File: config.mk
export PLATFORM = sky130hd
export DESIGN_NAME = wb_trace_buffer_flat
export DESIGN_NICKNAME = d
export VERILOG_FILES = /design/src/rtl/wb_trace_buffer_if.sv /design/src/rtl/wb_trace_buffer.sv /design/src/flat_wrapper.sv
export SDC_FILE = /design/constraint.sdc
export NUM_CORES = 1
export LEC_CHECK = 0
export BUFFER_PORTS_ARGS = -buffer_cell sky130_fd_sc_hd__buf_2
export CORE_UTILIZATION = 30
export CTS_CLUSTER_SIZE = 20
export DETAILED_ROUTE_END_ITERATION = 7
export SLEW_MARGIN = 20
export SYNTH_ARGS = -nofsm -noshare
export SYNTH_HDL_FRONTEND = slang
export SYNTH_SLANG_ARGS = --single-unit
File: constraint.sdc
create_clock -name clk -period 15 [get_ports clk]
set_input_delay 0.75 -clock clk [delete_from_list [all_inputs] [get_ports clk]]
set_output_delay 0.75 -clock clk [all_outputs]
set_load 0.03 [all_outputs]
File: src/rtl/wb_trace_buffer_if.sv
// Write-back event and trace drain signals between the MIPS core side and the trace buffer.
interface wb_trace_buffer_if;
  logic        wb_valid;
  logic [31:0] wb_pc;
  logic [4:0]  wb_regdest;
  logic [31:0] wb_data;
  logic        rd_ready;
  logic        rd_valid;
  logic [31:0] rd_pc;
  logic [4:0]  rd_regdest;
  logic [31:0] rd_data;

  modport master (
    output wb_valid, wb_pc, wb_regdest, wb_data, rd_ready,
    input  rd_valid, rd_pc, rd_regdest, rd_data
  );

  modport slave (
    input  wb_valid, wb_pc, wb_regdest, wb_data, rd_ready,
    output rd_valid, rd_pc, rd_regdest, rd_data
  );
endinterface

File: src/rtl/wb_trace_buffer.sv
// Circular write-back trace buffer: captures {PC, dest reg, data}, freezes a fixed number of
// entries after a PC-match trigger, then drains the frozen trace oldest-first.
module wb_trace_buffer #(
  parameter int DEPTH    = 8,
  parameter int POST_CNT = 2
) (
  input  logic                     clk,
  input  logic                     rst,
  input  logic                     arm,
  input  logic [31:0]              trig_pc,
  wb_trace_buffer_if.slave         bus,
  output logic [1:0]               state,
  output logic [$clog2(DEPTH):0]   count,
  output logic                     wrapped,
  output logic                     triggered
);

  localparam int PTR_W = $clog2(DEPTH);
  localparam int CNT_W = PTR_W + 1;

  typedef enum logic [1:0] {
    IDLE  = 2'd0,
    ARMED = 2'd1,
    POST  = 2'd2,
    DONE  = 2'd3
  } state_t;

  state_t             state_q;
  state_t             state_d;
  logic [PTR_W-1:0]   wr_ptr;
  logic [PTR_W-1:0]   rd_ptr;
  logic [CNT_W-1:0]   post_left;

  logic [31:0]        mem_pc   [DEPTH];
  logic [4:0]         mem_rd   [DEPTH];
  logic [31:0]        mem_data [DEPTH];

  logic [31:0]        hold_pc;
  logic [4:0]         hold_rd;
  logic [31:0]        hold_data;

  logic               qualified;
  logic               capture;
  logic               trig_hit;
  logic               full;
  logic               valid;
  logic               pop;

  // Writes to $zero are not architecturally visible, so they never count as events.
  assign qualified = bus.wb_valid && (bus.wb_regdest != 5'd0);
  assign capture   = qualified && !arm && ((state_q == ARMED) || (state_q == POST));
  assign trig_hit  = capture && (state_q == ARMED) && (bus.wb_pc == trig_pc);
  assign full      = (count == CNT_W'(DEPTH));
  assign pop       = valid && bus.rd_ready && !arm;
  assign state     = state_q;

  always_ff @(posedge clk) begin
    if (!rst) begin
      state_q <= IDLE;
    end else begin
      state_q <= state_d;
    end
  end

  always_comb begin
    state_d = state_q;
    if (arm) begin
      state_d = ARMED;
    end else begin
      case (state_q)
        IDLE:  state_d = IDLE;
        ARMED: begin
          if (trig_hit) begin
            state_d = (POST_CNT == 0) ? DONE : POST;
          end
        end
        POST: begin
          if (capture && (post_left == CNT_W'(1))) begin
            state_d = DONE;
          end
        end
        DONE:  state_d = DONE;
        default: state_d = IDLE;
      endcase
    end
  end

  // Drain port reads storage directly while valid; otherwise it replays the last shown entry.
  always_comb begin
    valid          = (state_q == DONE) && (count != '0);
    bus.rd_valid   = valid;
    bus.rd_pc      = hold_pc;
    bus.rd_regdest = hold_rd;
    bus.rd_data    = hold_data;
    if (valid) begin
      bus.rd_pc      = mem_pc[rd_ptr];
      bus.rd_regdest = mem_rd[rd_ptr];
      bus.rd_data    = mem_data[rd_ptr];
    end
  end

  always_ff @(posedge clk) begin
    if (capture) begin
      mem_pc[wr_ptr]   <= bus.wb_pc;
      mem_rd[wr_ptr]   <= bus.wb_regdest;
      mem_data[wr_ptr] <= bus.wb_data;
    end
  end

  always_ff @(posedge clk) begin
    if (!rst) begin
      wr_ptr    <= '0;
      rd_ptr    <= '0;
      count     <= '0;
      wrapped   <= 1'b0;
      triggered <= 1'b0;
      post_left <= '0;
      hold_pc   <= '0;
      hold_rd   <= '0;
      hold_data <= '0;
    end else begin
      if (valid) begin
        hold_pc   <= mem_pc[rd_ptr];
        hold_rd   <= mem_rd[rd_ptr];
        hold_data <= mem_data[rd_ptr];
      end
      if (arm) begin
        wr_ptr    <= '0;
        rd_ptr    <= '0;
        count     <= '0;
        wrapped   <= 1'b0;
        triggered <= 1'b0;
      end else begin
        if (capture) begin
          wr_ptr <= wr_ptr + PTR_W'(1);
          // A full buffer keeps the newest DEPTH entries by dropping the oldest.
          if (full) begin
            rd_ptr  <= rd_ptr + PTR_W'(1);
            wrapped <= 1'b1;
          end else begin
            count <= count + CNT_W'(1);
          end
        end
        if (trig_hit) begin
          triggered <= 1'b1;
          post_left <= CNT_W'(POST_CNT);
        end else if (capture && (state_q == POST)) begin
          post_left <= post_left - CNT_W'(1);
        end
        if (pop) begin
          rd_ptr <= rd_ptr + PTR_W'(1);
          count  <= count - CNT_W'(1);
        end
      end
    end
  end

endmodule

File: src/flat_wrapper.sv
// flat-port wrapper written by rule: the top's interface ports become plain ports
module wb_trace_buffer_flat 
#(
  parameter int DEPTH    = 8,
  parameter int POST_CNT = 2
)
  (clk, rst, arm, trig_pc, state, count, wrapped, triggered, bus_wb_valid, bus_wb_pc, bus_wb_regdest, bus_wb_data, bus_rd_ready, bus_rd_valid, bus_rd_pc, bus_rd_regdest, bus_rd_data);
  wb_trace_buffer_if bus_i ();
  input  logic clk;
  input  logic rst;
  input  logic arm;
  input  logic [31:0] trig_pc;
  output logic [1:0] state;
  output logic [$clog2(DEPTH):0] count;
  output logic wrapped;
  output logic triggered;
  input wire logic [$bits(bus_i.wb_valid)-1:0] bus_wb_valid;
  input wire logic [$bits(bus_i.wb_pc)-1:0] bus_wb_pc;
  input wire logic [$bits(bus_i.wb_regdest)-1:0] bus_wb_regdest;
  input wire logic [$bits(bus_i.wb_data)-1:0] bus_wb_data;
  input wire logic [$bits(bus_i.rd_ready)-1:0] bus_rd_ready;
  output wire logic [$bits(bus_i.rd_valid)-1:0] bus_rd_valid;
  output wire logic [$bits(bus_i.rd_pc)-1:0] bus_rd_pc;
  output wire logic [$bits(bus_i.rd_regdest)-1:0] bus_rd_regdest;
  output wire logic [$bits(bus_i.rd_data)-1:0] bus_rd_data;
  assign bus_i.wb_valid = bus_wb_valid;
  assign bus_i.wb_pc = bus_wb_pc;
  assign bus_i.wb_regdest = bus_wb_regdest;
  assign bus_i.wb_data = bus_wb_data;
  assign bus_i.rd_ready = bus_rd_ready;
  assign bus_rd_valid = bus_i.rd_valid;
  assign bus_rd_pc = bus_i.rd_pc;
  assign bus_rd_regdest = bus_i.rd_regdest;
  assign bus_rd_data = bus_i.rd_data;
  wb_trace_buffer #(.DEPTH(DEPTH), .POST_CNT(POST_CNT)) u_core (.clk(clk), .rst(rst), .arm(arm), .trig_pc(trig_pc), .bus(bus_i), .state(state), .count(count), .wrapped(wrapped), .triggered(triggered));
endmodule
==> results of run 1 <==
-- how the worst max path moves through the flow --
| stage | from | endpoint | slack, ns |
|---|---|---|---|
| 4_1_cts | register | bus_rd_regdest[4] | 9.82 |
| 2_1_floorplan | u_core.state[0] | u_core.mem_data[2][0] | 5.97 |
| 3_5_place_dp | register | bus_rd_regdest[4] | 10.48 |
| 5_1_grt | register | bus_rd_regdest[4] | 9.60 |
| 6_report | register | bus_rd_regdest[4] | 10.04 |
| 3_3_place_gp | register | bus_rd_regdest[4] | 10.50 |
-- power by group --
group | leakage (nW) | switching (mW) | internal (mW)
Combinational | 2.49 | 0.0571 | 0.0277
Sequential | 5.70 | 0.00253 | 1.94
Clock | 1.11 | 0.685 | 0.995
Total | 9.30 | 0.745 | 2.97
-- worst max-delay path: stages, from the launching register on --
cell and delay [ns]:
dfxtp_4 0.75, buf_4 0.69, buf_4 0.82, mux4_2 0.60
mux2i_1 0.26, o21ai_1 0.11, buf_2 0.22
-- registers in the layout, indices dropped and copies added, names as in the netlist, named ones only --
| signal | cells |
|---|---|
| u_core.count | 4 |
| u_core.mem_data | 256 |
| u_core.mem_pc | 256 |
| u_core.hold_data | 32 |
| u_core.rd_ptr | 3 |
| u_core.hold_rd | 5 |
| u_core.triggered | 1 |
| u_core.state | 2 |
| u_core.wrapped | 1 |
| u_core.wr_ptr | 3 |
| u_core.post_left | 4 |
| u_core.mem_rd | 40 |
| u_core.hold_pc | 32 |
-- final cells by class --
cell class	count	area, µm²
well taps	1060	1330
diodes	3	7.51
repair buffers	207	1100
fillers	7453	51800
flip-flops and latches	642	18400
clock inverters	29	249
clock buffers	101	2020
multi-input cells	551	5890
inverters	7	26.3
-- layer usage --
layer,track usage,up-vias,part of all wire
met1,0.177,6266,0.42
met4,0.0403,2,0.023
met3,0.0268,80,0.047
met2,0.236,290,0.51
met5,0,-,0.00016
li1,-,5445,-
-- logic make-up (layout without fill, tap and decap cells) --
family / count (synthesis) / after routing
flip-flops: 642 / 642
multiplexers: 209 / 209
AND/OR/NAND/NOR: 201 / 201
AO/OA/AOI/OAI: 90 / 90
buffers and inverters: 73 / 344
XOR/XNOR: 42 / 42
adder cells (fa/ha/maj): 9 / 9
other: 0 / 3
-- layout by cell type, fill, tap and decap left out, types with 3 or more instances in the layout --
cell type,n
edfxtp_1,552
buf_2,182
mux4_2,138
dfxtp_1,87
nand2_1,78
clkbuf_16,74
mux2i_1,71
o21ai_1,70
and2_1,69
xnor2_1,36
buf_4,25
clkbuf_1,20
nor2_1,19
clkinv_2,11
ha_1,9
a21oi_1,8
nand4_1,7
clkbuf_8,7
inv_1,6
xor2_1,6
clkinv_1,6
nand3_1,4
nor3_1,4
diode_2,3
nor3b_2,3
nor4_1,3
dfxtp_4,3
clkinv_4,3
bufinv_16,3
==> impl_metrics.yaml, run 1 <==
status:
  outcome: "finished, violations left"
  violations: "DRC"
cts:
  cts_sinks: 642
  ctsResizeCount: 0
  cts_setup_buffers: 0
  cts_tree: "built"
  clockBufferDepth: 3
  cts_root_buf: "clkbuf_16"
  cts_buffers: 71
  clock_latency_ns: 0.59
  cts.clk_slew.worst_paths_ns: 0.06
  cts_hold_buffers: 0
  htree_levels: 3
synthesis:
  synth_compound_area_frac: 0.0206
  synthSimpleGateAreaFrac: 0.0423
  synth_top_area_cell: "edfxtp_1"
  ys_seq_area_frac: 0.748
  synth-adder-area-share: 0.00458
  synthMuxAreaShare: 0.155
  synthFlopType: "edfxtp_1"
  ys_types: 45
  synth_edf_count: 552
  syn_inst: 1266
  ys_ff_latch: 642
  synth_top_family_by_area: "multiplexers"
  post_synth_xor_area_fraction: 0.0150
  synth_top_area_share: 0.675
  synthTopCellsByArea: "edfxtp_1 (67%), mux4_2 (13%), dfxtp_1 (7.3%)"
  synth_area_um2: 24600
  synth_nets: 1381
  postSynth.asyncResetShare: 0
  synth_most_common_cell: "edfxtp_1"
  synth_warnings: 0
  netlist_top_cells_count: "edfxtp_1 (552), mux4_2 (138), dfxtp_1 (90)"
  avgSynthCellArea_um2: 19.4
floorplan:
  rows: 104
  core_area_um2: 80800
  io_pins: 184
  die_h_um: 288
  initial_utilization: 0.304
  die_x_um: 288
  dieArea_um2: 83100
routing:
  drtAntennaViolNets: 0
  drcViolationCount: 18
  routedWlPerCell_um: 21.9
  vias: 12100
  drt_wl_total_um: 57000
  drt_first_iter_violations: 902
  vias_per_cell: 4.65
  drt_pass1_iterations: 7
placement:
  post-place-ws_ns: 10.48
  place_inst: 2467
  port_buffers: 183
  dp_hpwl_um: 32700
  placed_area_um2: 26700
  place.gp.congestion: 0.703
sta:
  rsz0062_at_grt: "no"
  timing.slew.headroom: 0.264
  hold_violations: 0
  fin_ws_ns: 10.04
  slew_violations: 0
  hold_slack_ns: 0.421
  fmax_mhz: 201
  fin_setup_tns_ns: 0
  period_minus_slack_ns: 4.96
  finClkSkew_ns: 0.0206
  fin_crit_sh: 0.331
  setup_violations: 0
  worst_slew_pin_slew_ns: 1.10
global_routing:
  grt_pass1_wl_um: 82800
  grt-ovfl-total: 0
  grt_usage: 0.138
  grt_pass1_vias: 12500
  grt_max_degree: 84
  antenna_found_initial: 6
pwr:
  peakVddDrop_mv: 0.0754
  power_mw: 3.71
  powerDensity_nw_per_um2: 128
  power_leakage_nw: 9.30
final_layout:
  fin_cells: 2600
  design_area_um2: 29000
  area_growth_pct: 18.0
  final_util: 0.359
  drive_gt1_frac: 0.305
  nets: 1595
setup_path:
  worstPathRequired_ns: 14.25
  cp-start-kind: "register"
  reg2reg_slack_ns: 11.27
  r2r-end: "u_core.mem_rd[7][4]"
  reg2reg_depth: 7
  critical_path_class: "reg2out"
  crit-reg2reg-launch: "u_core.state[1]"
  endpoint_kind: "primary output"
  critPathArrivalTime_ns: 4.21
  crit_fanout: 48
min_path:
  min_to: "u_core.mem_data[7][8]"
  hold_class: "in2reg"
  holdPathStages: 1
  min_from: "bus_wb_data[8]"
run:
  max-cap-violations: 0
Power figures use the tool's default switching activity.
==> run 2: changes to the inputs <==
--- a/config.mk
+++ b/config.mk
@@ -5,6 +5,7 @@
 export SDC_FILE = /design/constraint.sdc
 export NUM_CORES = 1
 export LEC_CHECK = 0
+export ABC_AREA = 1
 export BUFFER_PORTS_ARGS = -buffer_cell sky130_fd_sc_hd__buf_2
 export CORE_UTILIZATION = 30
 export CTS_CLUSTER_SIZE = 20
==> constraint.sdc (replaced) <==
create_clock -name clk -period 4.93 [get_ports clk]
set_input_delay 0.2465 -clock clk [delete_from_list [all_inputs] [get_ports clk]]
set_output_delay 0.2465 -clock clk [all_outputs]
set_load 0.03 [all_outputs]
==> impl_metrics.yaml, run 2 <==
cts:
  cts_buffers: 70
  cts.clk_slew.worst_paths_ns: 0.06
  cts_tree: "built"
  cts_sinks: 642
  clockBufferDepth: 3
  cts_setup_buffers: 0
  clock_latency_ns: 0.61
  cts_hold_buffers: 56
  ctsResizeCount: 0
  cts_root_buf: "clkbuf_16"
  htree_levels: 3
placement:
  place.gp.congestion: 0.840
  dp_hpwl_um: 39600
  port_buffers: 183
  place_inst: 3308
  placed_area_um2: 28300
  post-place-ws_ns: 1.71
routing:
  drtAntennaViolNets: 0
  routedWlPerCell_um: 19.3
  drcViolationCount: 0
  drt_pass1_iterations: 5
  vias: 16600
  vias_per_cell: 4.75
  drt_wl_total_um: 67600
  drt_first_iter_violations: 1358
pwr:
  pwr-share-seq: 0.525
  power_switching_mw: 2.37
  power_leakage_nw: 11.1
  clock_power_share: 0.447
  power_frac_comb: 0.028
  switching_share: 0.210
  powerDensity_nw_per_um2: 362
  peakVddDrop_mv: 0.227
  internal_power_mw: 8.91
  power_mw: 11.3
sta:
  period_minus_slack_ns: 3.80
  fmax_mhz: 263
  rsz0062_at_grt: "no"
  slew_violations: 0
  worst_slew_pin_slew_ns: 1.09
  fin_crit_sh: 0.771
  hold_violations: 0
  fin_setup_tns_ns: 0
  fin_ws_ns: 1.13
  setup_violations: 0
  hold_slack_ns: 0.0363
  finClkSkew_ns: 0.0272
  timing.slew.headroom: 0.271
synthesis:
  synth_most_common_cell: "edfxtp_1"
  synth_top_area_share: 0.629
  ys_types: 37
  ys_seq_area_frac: 0.697
  avgSynthCellArea_um2: 12.8
  ys_ff_latch: 642
  synth_area_um2: 26400
  synthFlopType: "edfxtp_1"
  syn_inst: 2060
  netlist_top_cells_count: "edfxtp_1 (552), nand2_1 (226), inv_1 (219)"
  synth_top_area_cell: "edfxtp_1"
  synth_nets: 2175
  synth_edf_count: 552
  synthTopCellsByArea: "edfxtp_1 (63%), dfxtp_1 (6.8%), mux2i_1 (5.2%)"
  synth_warnings: 0
  postSynth.asyncResetShare: 0
global_routing:
  antenna_found_initial: 2
  grt_pass1_vias: 16600
  grt_pass1_wl_um: 102000
  grt_max_degree: 117
  grt-ovfl-total: 0
  grt_usage: 0.150
final_layout:
  top_regs: "u_core.mem_data (256), u_core.mem_pc (256), u_core.mem_rd (40)"
  layout_commonest_cell: "edfxtp_1"
  area_growth_pct: 18.1
  final_util: 0.358
  fin_cells: 3496
  n_fill_cell: 8321
  final_cell_mix: "edfxtp_1 (552), nand2_1 (225), inv_1 (218), a21oi_1 (216), buf_2 (183)"
  drive_gt1_frac: 0.148
  nets: 2397
  design_area_um2: 31100
status:
  outcome: "finished, final reports clean"
setup_path:
  slowest_stage: "buf_4"
  cp-start-kind: "register"
  crit_chain: "buf_4 > buf_4 > a21oi_1 > o21ai_0 > o21ai_0 > o211ai_1 > nand2_1 > buf_2"
  crit_fanout: 61
  worst_path_largest_cell_delay_ns: 0.74
  worstPathRequired_ns: 4.68
  endpoint_kind: "primary output"
  critical_path_class: "reg2out"
  critPathArrivalTime_ns: 3.55
  reg2reg_depth: 7
floorplan:
  dieArea_um2: 89000
  die_h_um: 298
  io_pins: 184
  die_x_um: 298
  core_area_um2: 86900
  rows: 108
  initial_utilization: 0.303
run:
  max-cap-violations: 0
min_path:
  holdPathStages: 1
  hold_class: "in2reg"
[run 2: kinds of logic (layout without fill, tap and decap cells)]
kind of cell,count (synthesis),count (layout),synth area share
other,0,3,0
adder cells (fa/ha/maj),9,9,0.00427
buffers and inverters,335,613,0.0614
XOR/XNOR,16,16,0.00532
flip-flops,642,642,0.697
AO/OA/AOI/OAI,539,539,0.120
multiplexers,138,138,0.0524
AND/OR/NAND/NOR,381,381,0.0589
[run 2: path summary, 6_finish.rpt]
path                                            from                      to  slack, ns
worst min-delay path                   bus_wb_pc[11]    u_core.mem_pc[4][11]       0.04
worst min register to register  u_core.hold_data[30]    u_core.hold_data[30]       0.47
worst max-delay path                        register            bus_rd_pc[4]       1.13
worst max register to register       u_core.state[0]  u_core.mem_data[2][23]       1.84
[run 2: power groups by stage]
stage          combinational, mW  sequential, mW  clock [mW]
2_1_floorplan             0.0999            6.04           0
3_3_place_gp               0.270            6.03           0
6_report                   0.318            5.92        5.04
3_5_place_dp               0.282            6.03           0
5_1_grt                    0.350            5.91        5.37
4_1_cts                    0.323            5.92        5.16
[run 2: per-layer routing]
layer,routed length (µm),part of all wire,global-route usage
met3,3490,0.052,0.0236
met2,31400,0.46,0.242
met1,31600,0.47,0.211
met5,0,0,0
met4,1090,0.016,0.0374
[run 2: final cells by class]
class                      count  area (µm²)  share of cell area
multi-input combinational   1083        6420               0.206
clock inverter                36         332              0.0107
antenna                        3        7.51            0.000241
inverter                     223         850              0.0273
timing repair buffer         262        1780              0.0571
tap                         1155        1450              0.0465
clock buffer                  92        1890              0.0606
sequential                   642       18400               0.591
[run 2: worst max-delay path: cells and delay by family, from the launching register on]
family / cells / cell delay (ns)
AO/OA/AOI/OAI: 4 / 0.52
buffers and inverters: 3 / 1.61
flip-flops: 1 / 0.51
AND/OR/NAND/NOR: 1 / 0.18
==> run 3: changes to the inputs <==
==> constraint.sdc (replaced) <==
create_clock -name clk -period 3.5 [get_ports clk]
set_input_delay 0.175 -clock clk [delete_from_list [all_inputs] [get_ports clk]]
set_output_delay 0.175 -clock clk [all_outputs]
set_load 0.03 [all_outputs]
==> impl_metrics.yaml, run 3 (synthesis gave the netlist of run 2 again) <==
status:
  outcome: "finished, final reports clean"
floorplan:
  io_pins: 184
  initial_utilization: 0.303
  die_h_um: 298
  core_area_um2: 86900
  die_x_um: 298
  rows: 108
  dieArea_um2: 89000
final_layout:
  nets: 2428
  layout_commonest_cell: "edfxtp_1"
  final_cell_mix: "edfxtp_1 (552), nand2_1 (225), inv_1 (218), a21oi_1 (216), buf_2 (183)"
  area_growth_pct: 19.4
  drive_gt1_frac: 0.154
  top_regs: "u_core.mem_data (256), u_core.mem_pc (256), u_core.mem_rd (40)"
sta:
  hold_violations: 0
  period_minus_slack_ns: 3.10
  finClkSkew_ns: 0.0271
  fmax_mhz: 323
  rsz0062_at_grt: "no"
  worst_slew_pin_slew_ns: 0.936
  fin_ws_ns: 0.402
  timing.slew.headroom: 0.376
  hold_slack_ns: 0.0646
  fin_crit_sh: 0.885
  setup_violations: 0
  slew_violations: 0
placement:
  place.gp.congestion: 0.871
  post-place-ws_ns: 0.892
  port_buffers: 183
  dp_hpwl_um: 41600
pwr:
  peakVddDrop_mv: 0.381
  power_mw: 15.9
  power_leakage_nw: 11.2
  powerDensity_nw_per_um2: 506
setup_path:
  crit_fanout: 67
  worstPathRequired_ns: 3.32
  critical_path_class: "reg2out"
  endpoint_kind: "primary output"
  cp-start-kind: "register"
  critPathArrivalTime_ns: 2.92
routing:
  drcViolationCount: 0
  routedWlPerCell_um: 19.0
  drt_first_iter_violations: 1247
  drt_pass1_iterations: 5
  drtAntennaViolNets: 0
  vias: 16700
  vias_per_cell: 4.73
  drt_wl_total_um: 66900
cts:
  clock_latency_ns: 0.61
  cts_setup_buffers: 0
  cts_root_buf: "clkbuf_16"
  cts_sinks: 642
  cts_tree: "built"
  cts.clk_slew.worst_paths_ns: 0.06
  ctsResizeCount: 0
  cts_buffers: 70
  clockBufferDepth: 3
  htree_levels: 3
global_routing:
  grt_usage: 0.148
  grt_max_degree: 73
  grt_pass1_wl_um: 101000
  grt-ovfl-total: 0
  grt_pass1_vias: 16300
  antenna_found_initial: 3
run:
  max-cap-violations: 0
min_path:
  hold_class: "in2reg"
[run 3: changes by cell type in the layout (fill, tap and decap cells not counted), moves of 3 or more]
cell / previous run / this run
clkinv_1: 8 / 14
buf_4: 12 / 25
inv_6: 6 / 3
clkinv_2: 13 / 16
clkbuf_1: 18 / 12
dlygate4sd3_1: 56 / 70
buf_12: 8 / 15
[run 3: worst max-delay path: stages, from the launching register on]
cell	delay [ns]
dfxtp_4	0.68
inv_6	0.35
buf_4	0.33
o211ai_1	0.19
nand3_1	0.20
nand2_1	0.24
buf_2	0.24
[run 3: layout make-up]
class | instances | area (µm²)
Fill cell | 8303 | 55400
Sequential cell | 642 | 18400
Multi-Input combinational cell | 1083 | 6420
Timing Repair Buffer | 293 | 2100
Clock buffer | 88 | 1900
Tap cell | 1155 | 1450
Inverter | 223 | 850
Clock inverter | 42 | 345
Antenna cell | 1 | 2.50
[run 3: worst paths after layout]
kind / startpoint / to / slack, ns / depth (start not counted)
min: arm / u_core.state[0] / 0.06 / 5
max reg2reg: u_core.state[0] / u_core.mem_data[1][18] / 0.86 / 9
max: register / bus_rd_pc[28] / 0.40 / 6
min reg2reg: u_core.wrapped / u_core.wrapped / 0.47 / 1
[run 3: what timing repair did]
action,4_1_cts,5_1_grt
hold buffers,70,0
endpoints found under the hold margin,555,0
endpoints found under the setup margin,0,0
[run 3: routing by layer]
layer | share of wire | vias to the layer above | GRT usage
li1 | - | 7935 | -
met1 | 0.46 | 8200 | 0.206
met2 | 0.47 | 485 | 0.238
met3 | 0.057 | 77 | 0.0270
met4 | 0.014 | 2 | 0.0332
met5 | 0.00019 | - | 0
[run 3: through the flow]
step	TNS, ns	util	area (µm²)	std cells
2_1_floorplan	-64.89	-	26400	2060
5_1_grt	0	0.362	31500	3526
3_3_place_gp	0	0.328	28500	3326
4_1_cts	0	0.362	31500	3526
3_5_place_dp	0	0.328	28500	3326
6_report	0	0.362	31500	3527
[run 3: power breakdown]
| part | switching (mW) | total, mW | internal, mW |
|---|---|---|---|
| combinational | 0.310 | 0.468 | 0.159 |
| sequential | 0.00893 | 8.33 | 8.32 |
| clock | 3.02 | 7.13 | 4.12 |
